## config.mk

```make
export PLATFORM = sky130hd
export DESIGN_NAME = fifo_rd_ctrl
export DESIGN_NICKNAME = d
export VERILOG_FILES = /design/src/rtl/fifo_pkg.sv /design/src/rtl/gray_ptr.sv /design/src/rtl/fifo_rd_ctrl.sv
export SDC_FILE = /design/constraint.sdc
export NUM_CORES = 1
export LEC_CHECK = 0
export ABC_CLOCK_PERIOD_IN_PS = 2000
export CAP_MARGIN = 20
export CORE_MARGIN = 10
export CORE_UTILIZATION = 33
export CTS_BUF_LIST = sky130_fd_sc_hd__clkbuf_4 sky130_fd_sc_hd__clkbuf_8
export CTS_CLUSTER_DIAMETER = 150
export DETAILED_ROUTE_END_ITERATION = 12
export PLACE_DENSITY = 0.74
export RECOVER_POWER = 25
export SKIP_LAST_GASP = 1
export SLEW_MARGIN = 10
export SYNTH_ARGS = -nofsm -noshare
export SYNTH_HDL_FRONTEND = slang
export SYNTH_HIERARCHICAL = 1
export SYNTH_SLANG_ARGS = --single-unit
```

## constraint.sdc

```tcl
create_clock -name clk_trg -period 2 [get_ports clk_trg]
set_input_delay 0.3 -clock clk_trg [delete_from_list [all_inputs] [get_ports clk_trg]]
set_output_delay 0.3 -clock clk_trg [all_outputs]
set_load 0.05 [all_outputs]
```

## src/rtl/fifo_pkg.sv

```systemverilog
// Shared types and Gray-code helpers for the asynchronous FIFO controllers.
// Helpers operate on a 32-bit container; callers cast to their pointer width.
package fifo_pkg;

    localparam int DEF_ADDR_WIDTH = 4;
    localparam int PTR_WIDTH      = DEF_ADDR_WIDTH + 1;
    localparam int FN_WIDTH       = 32;

    typedef enum logic {
        S_EMPTY = 1'b0,
        S_VALID = 1'b1
    } rd_state_e;

    function automatic logic [FN_WIDTH-1:0] bin2gray(
        input logic [FN_WIDTH-1:0] b
    );
        return (b >> 1) ^ b;
    endfunction

    // Zero-extended codes stay correct: the prefix XOR of leading zeros is zero.
    function automatic logic [FN_WIDTH-1:0] gray2bin(
        input logic [FN_WIDTH-1:0] g
    );
        logic [FN_WIDTH-1:0] b;
        b[FN_WIDTH-1] = g[FN_WIDTH-1];
        for (int i = FN_WIDTH - 2; i >= 0; i--) begin
            b[i] = b[i+1] ^ g[i];
        end
        return b;
    endfunction

endpackage

```

## src/rtl/gray_ptr.sv

```systemverilog
// Binary + Gray pointer register with increment enable.
// Shared by the read-side and write-side FIFO controllers.
module gray_ptr
    import fifo_pkg::*;
#(
    parameter int WIDTH = PTR_WIDTH
) (
    input  logic             clk,
    input  logic             rst,
    input  logic             inc,
    output logic [WIDTH-1:0] bin,
    output logic [WIDTH-1:0] gray,
    output logic [WIDTH-1:0] gray_next
);

    logic [WIDTH-1:0] bin_q;
    logic [WIDTH-1:0] bin_d;
    logic [WIDTH-1:0] gray_q;
    logic [WIDTH-1:0] gray_d;

    always_comb begin
        bin_d  = bin_q + WIDTH'(inc);
        gray_d = WIDTH'(bin2gray(FN_WIDTH'(bin_d)));
    end

    always_ff @(posedge clk or posedge rst) begin
        if (rst) begin
            bin_q  <= '0;
            gray_q <= '0;
        end else begin
            bin_q  <= bin_d;
            gray_q <= gray_d;
        end
    end

    assign bin       = bin_q;
    assign gray      = gray_q;
    assign gray_next = gray_d;

endmodule

```

## src/rtl/fifo_rd_ctrl.sv

```systemverilog
// Read-domain controller of the async FIFO with an FWFT consumer interface.
// Define FIFO_RD_LEVEL_EN to add the registered rd_level output.
module fifo_rd_ctrl
    import fifo_pkg::*;
#(
    parameter int ADDR_WIDTH = DEF_ADDR_WIDTH,
    parameter int DATA_WIDTH = 8
) (
    input  logic                  clk_trg,
    input  logic                  rst_trg,
    input  logic [ADDR_WIDTH:0]   wptr_gray_sync,
    output logic                  mem_rd_en,
    output logic [ADDR_WIDTH-1:0] mem_rd_addr,
    input  logic [DATA_WIDTH-1:0] mem_rd_data,
    output logic                  rd_valid,
    input  logic                  rd_ready,
    output logic [DATA_WIDTH-1:0] rd_data,
    output logic [ADDR_WIDTH:0]   rptr_gray,
`ifdef FIFO_RD_LEVEL_EN
    output logic [ADDR_WIDTH:0]   rd_level,
`endif
    output logic                  empty
);

    localparam int PW = ADDR_WIDTH + 1;

    rd_state_e     state_q;
    rd_state_e     state_d;
    logic          empty_q;
    logic          empty_d;
    logic          fetch;
    logic [PW-1:0] rptr_bin;
    logic [PW-1:0] rptr_gray_next;

    gray_ptr #(
        .WIDTH(PW)
    ) u_rptr (
        .clk      (clk_trg),
        .rst      (rst_trg),
        .inc      (fetch),
        .bin      (rptr_bin),
        .gray     (rptr_gray),
        .gray_next(rptr_gray_next)
    );

    // Fetch when memory has data and the output slot is free or being freed.
    always_comb begin
        fetch   = !empty_q && (state_q == S_EMPTY || rd_ready);
        empty_d = (rptr_gray_next == wptr_gray_sync);
        state_d = state_q;
        unique case (state_q)
            S_EMPTY: if (fetch) state_d = S_VALID;
            S_VALID: if (rd_ready && !fetch) state_d = S_EMPTY;
        endcase
    end

    always_ff @(posedge clk_trg or posedge rst_trg) begin
        if (rst_trg) begin
            state_q <= S_EMPTY;
            empty_q <= 1'b1;
        end else begin
            state_q <= state_d;
            empty_q <= empty_d;
        end
    end

    assign mem_rd_en   = fetch;
    assign mem_rd_addr = rptr_bin[ADDR_WIDTH-1:0];
    assign rd_valid    = (state_q == S_VALID);
    assign rd_data     = mem_rd_data;
    assign empty       = empty_q;

`ifdef FIFO_RD_LEVEL_EN
    logic [PW-1:0] level_q;
    logic [PW-1:0] level_d;
    logic [PW-1:0] wptr_bin;

    // Words still in memory, not counting the one presented on rd_data.
    always_comb begin
        wptr_bin = PW'(gray2bin(FN_WIDTH'(wptr_gray_sync)));
        level_d  = wptr_bin - (rptr_bin + PW'(fetch));
    end

    always_ff @(posedge clk_trg or posedge rst_trg) begin
        if (rst_trg) begin
            level_q <= '0;
        end else begin
            level_q <= level_d;
        end
    end

    assign rd_level = level_q;
`else
    logic unused_rptr_msb;
    assign unused_rptr_msb = rptr_bin[ADDR_WIDTH];
`endif

endmodule

```

* After elaboration in Yosys (flattened, before gate mapping)
Cells that the tools add are included.
** Operators by class
- Mux-type cells :: 3
- Multipliers :: 0
- Divide/modulo/power cells :: 0
- Add/subtract/negate cells :: 1
- Reductions and logical operators :: 5
- Shift operators :: 0
- Equal/unequal tests :: 1
- Magnitude comparators :: 0
- Bitwise operators :: 2
** Operator list (count)
- $add A5 B1 Y5 :: 1
- $eq A5 B5 Y1 :: 1
- $xor A4 B5 Y5 :: 1
- $logic_and A1 B1 Y1 :: 2
- $logic_not A1 Y1 :: 2
- $mux W1 :: 2
- $pmux W1 S2 :: 1
- $logic_or A1 B1 Y1 :: 1
- $not A1 Y1 :: 1
** Word-level totals
- Bits in latches :: 0
- Bits in read-only memories :: 0
- Memories kept :: 0
- Flip-flop bits (word level) :: 12
- Bits of input ports :: 16
- Word-level logic and storage cells :: 16
- Bits in writable memories :: 0

* Longest topological paths before layout
- Word-level depth :: 7
- Gate-level depth with buffers :: 10
- Depth with buffers taken out :: 10

* Hierarchy
Netlist, hierarchy kept.
** By module, submodules not included
- gray_ptr :: instances 1, area each 387.9 µm², cells each 29
- fifo_rd_ctrl :: instances 1, area each 191.4 µm², cells each 22

* Worst setup path after synthesis
Ideal clock, no wire load.
- Path kind :: register to register
- Start point :: reg state_q (netlist: rd_valid)
- End point :: reg empty_q (netlist: empty)
- Setup time :: 75 ps
- Cell stages (with the launch flop) :: 9
- Arrival :: 2890 ps
- Period minus slack after synthesis :: 2965 ps
- Data required time :: 1925 ps
- Buffers on the path :: 0
- Slack :: -965 ps
- Path through :: dfrtp_1 -> a21oi_1 -> ha_1 -> ha_1 -> xor2_1 -> xor2_1 -> xnor2_1 -> nand3_1 -> nor3_2
** Between the ends
- Cells in the longest elaborated chain, start to end :: 6
** RTL lines
- start, declared :: line fifo_rd_ctrl.sv:27 : rd_state_e state_q;
- start signal, assigned :: line fifo_rd_ctrl.sv:62 : state_q <= state_d;
- $not A1 Y1
- $logic_or A1 B1 Y1 :: line fifo_rd_ctrl.sv:48 : fetch = !empty_q && (state_q == S_EMPTY || rd_ready);
- $logic_and A1 B1 Y1 :: line fifo_rd_ctrl.sv:48
- via mem_rd_en :: line fifo_rd_ctrl.sv:12 : output logic mem_rd_en,
- $add A5 B1 Y5 :: line gray_ptr.sv:22 : bin_d = bin_q + WIDTH'(inc);
- via u_rptr.bin_d[2] :: line gray_ptr.sv:17 : logic [WIDTH-1:0] bin_d;
- $xor A4 B5 Y5 :: line fifo_pkg.sv:17 : return (b >> 1) ^ b;
- via rptr_gray_next[1] :: line fifo_rd_ctrl.sv:33 : logic [PW-1:0] rptr_gray_next;
- $eq A5 B5 Y1 :: line fifo_rd_ctrl.sv:49 : empty_d = (rptr_gray_next == wptr_gray_sync);
- via empty_d :: line fifo_rd_ctrl.sv:30 : logic empty_d;
- end signal, assigned :: line fifo_rd_ctrl.sv:63 : empty_q <= empty_d;
- end, declared :: line fifo_rd_ctrl.sv:29 : logic empty_q;
The timed path passes the listed nets, and every way through them passes these cells.

* Worst setup path after layout
- Start point :: in rd_ready
- End point :: reg empty_q (netlist: empty)
** Between the ends
- Cells in the longest elaborated chain, start to end :: 5
** RTL lines
- start, declared :: line fifo_rd_ctrl.sv:16 : input logic rd_ready,
- $logic_or A1 B1 Y1 :: line fifo_rd_ctrl.sv:48
- $logic_and A1 B1 Y1 :: line fifo_rd_ctrl.sv:48
- $add A5 B1 Y5 :: line gray_ptr.sv:22
- $xor A4 B5 Y5 :: line fifo_pkg.sv:17
- via rptr_gray_next[3] :: line fifo_rd_ctrl.sv:33
- $eq A5 B5 Y1 :: line fifo_rd_ctrl.sv:49
- via empty_d :: line fifo_rd_ctrl.sv:30
The timed path passes the listed nets, and every way through them passes these cells.

==> impl_metrics.csv <==
group,metric,value,unit
clocking,clock-sinks,11,
die,die_x,61.9,um
sta,period_share,0.987,
sta,hold_viol,0,
grt,track_usage,0.0671,
cells_and_area,syn2layout_area_growth,48.2,%
cells_and_area,final_common_cell,"clkdlybuf4s50_1",
grt,grt_overflow,0,
yosys,yosysSeqAreaShare,0.477,
clocking,clkSlewWorstSetupHoldPaths,0.06,ns
sta,final.setup.worst_slack,0.0252,ns
routing,drtIter0Drc,2,
die,initial_core_util,0.343,
sta,fin_setup_tns,0,ns
place,dp_slack,-0.310,ns
setup_path,worstSetupStartpointType,"primary input",
sta,min_period,1.97,ns
setup_path,cp.arrival,2.16,ns
die,num_rows,15,
clocking,insertion_delay,0.26,ns
clocking,cts_hold_buf,0,
yosys,syn_nets,69,
yosys,synth_cell_type_count,15,
routing,drt-total-wl,1160,um
yosys,ys_warn_count,6,
cells_and_area,final_cell_mix,"clkdlybuf4s50_1 (16), dfrtp_1 (9), buf_4 (8)",
yosys,syn_area_per_cell,11.4,um^2
cells_and_area,nNetsFinal,90,
die,core_area,1690,um^2
grt,grt_pass1_wl,1860,um
grt,grt_max_degree,10,
cells_and_area,drive_gt1_frac,0.310,
clocking,cts_tree,"built",
die,io_pins,36,
setup_path,crit_required,2.19,ns
clocking,cts_htree_levels,1,
cells_and_area,diodes,0,
grt,grt_antenna_before_repair,0,
sta,slew_viol_final,0,
sta,slew_headroom,0.660,
setup_path,worstSetupEndpointType,"flip-flop",
sta,worst_pin_slew,0.508,ns
routing,vias,408,
min_path,hold_path_class,"primary input to async pin",
die,die_h,61.9,um
sta,hold-worst-slack,0.348,ns
sta,rsz0062_at_grt,"yes",
routing,ant_nets,0,
outcome,outcome,"completed",
clocking,cts_buffer_depth,2,
sta,skew,0.000584,ns
yosys,synth-seq-cells,11,
grt,grt_pass1_vias,413,
setup_path,crit_fanout,5,
routing,routed_via_density,4.64,
clocking,numCtsBuffers,3,
yosys,syn_inst,51,
yosys,synth_area,579,um^2
routing,drt_pre_antenna_iters,2,
place,gp_congestion,0.679,
sta,fmax,0.506,GHz
sta,setup_viol,0,
flow_run,maxCapViolCount,0,
clocking,root_buffer,"clkbuf_4",
cells_and_area,final_util,0.508,
place,port_buffers,19,
routing,wl_per_cell,13.1,um
routing,drc_errors,0,
setup_path,path_class,"primary input to flip-flop",
die,die_area,3830,um^2
flip-flops by register name (all words and copies together), names as in the netlist:
signal,flops
empty,1
u_rptr/gray,4
rd_valid,1
u_rptr/bin,5
layer usage:
| metal | vias up | global-route usage | part of all wire |
|---|---|---|---|
| met5 | - | 0 | 0 |
| met4 | 0 | 0.0382 | 0.012 |
| met2 | 16 | 0.119 | 0.51 |
| li1 | 193 | - | - |
| met3 | 2 | 0.0366 | 0.13 |
| met1 | 197 | 0.0590 | 0.34 |
final timing paths:
check / cells after the start / slack [ns] / endpoint / start
max in group asynchronous: 2 / 1.29 / u_rptr/bin[4] / rst_trg
setup / recovery: 11 / 0.03 / empty / rd_ready
hold / removal: 2 / 0.35 / rd_valid / rst_trg
hold reg to reg: 1 / 0.49 / rd_valid / empty
setup reg to reg: 9 / 0.06 / empty / empty
min in group clk_trg: 1 / 0.49 / rd_valid / empty
worst max-delay path: stages:
cell             delay [ns]
clkdlybuf4s50_1        0.42
inv_1                  0.11
a21oi_4                0.07
ha_4                   0.18
ha_4                   0.18
a21bo_1                0.17
a2bb2oi_2              0.13
xor2_1                 0.24
xnor2_1                0.15
nand3_1                0.10
nor3_2                 0.11
synthesized netlist by cell type:
| cell | number | area share |
|---|---|---|
| nor3_2 | 1 | 0.017 |
| xor2_1 | 7 | 0.11 |
| a2bb2oi_2 | 1 | 0.026 |
| inv_1 | 4 | 0.026 |
| ha_1 | 2 | 0.043 |
| a21oi_1 | 1 | 0.0086 |
| o21ai_0 | 1 | 0.0086 |
| xnor2_1 | 6 | 0.091 |
| nand4_1 | 1 | 0.011 |
| buf_4 | 10 | 0.13 |
| dfstp_2 | 1 | 0.045 |
| nand3_1 | 3 | 0.026 |
| dfrtp_1 | 10 | 0.43 |
| a21bo_1 | 1 | 0.017 |
| nand2_1 | 2 | 0.013 |
layout make-up:
cell class	count	area [um^2]
clock buffers	4	30.0
fillers	149	831
inverters	4	15.0
multi-input cells	26	264
flip-flops and latches	11	278
well taps	17	21.3
repair buffers	26	250
logic make-up (layout without fill, tap and decap cells):
| group | after synthesis | in the layout | share of synthesized area |
|---|---|---|---|
| AO/OA/AOI/OAI | 4 | 4 | 0.0605 |
| XOR/XNOR | 13 | 13 | 0.197 |
| adder cells (fa/ha/maj) | 2 | 2 | 0.0432 |
| buffers and inverters | 14 | 34 | 0.155 |
| flip-flops | 11 | 11 | 0.477 |
| AND/OR/NAND/NOR | 7 | 7 | 0.0670 |
per-stage QoR:
stage / area, um^2 / instances
after floorplan: 617 / 51
after global placement: 783 / 80
final: 858 / 88
after global routing: 858 / 88
after detailed placement: 783 / 80
after CTS: 843 / 87
timing repair:
action                                  CTS  global route
endpoints found under the hold margin     0             0
pin swaps                                 1             0
gates resized for setup                   1             1
endpoints found under the setup margin    1             2
buffers inserted                          3             1
Power of run 1 is not shown: default switching activity piles up to over one toggle a cycle in this logic, so the estimate is an artifact.
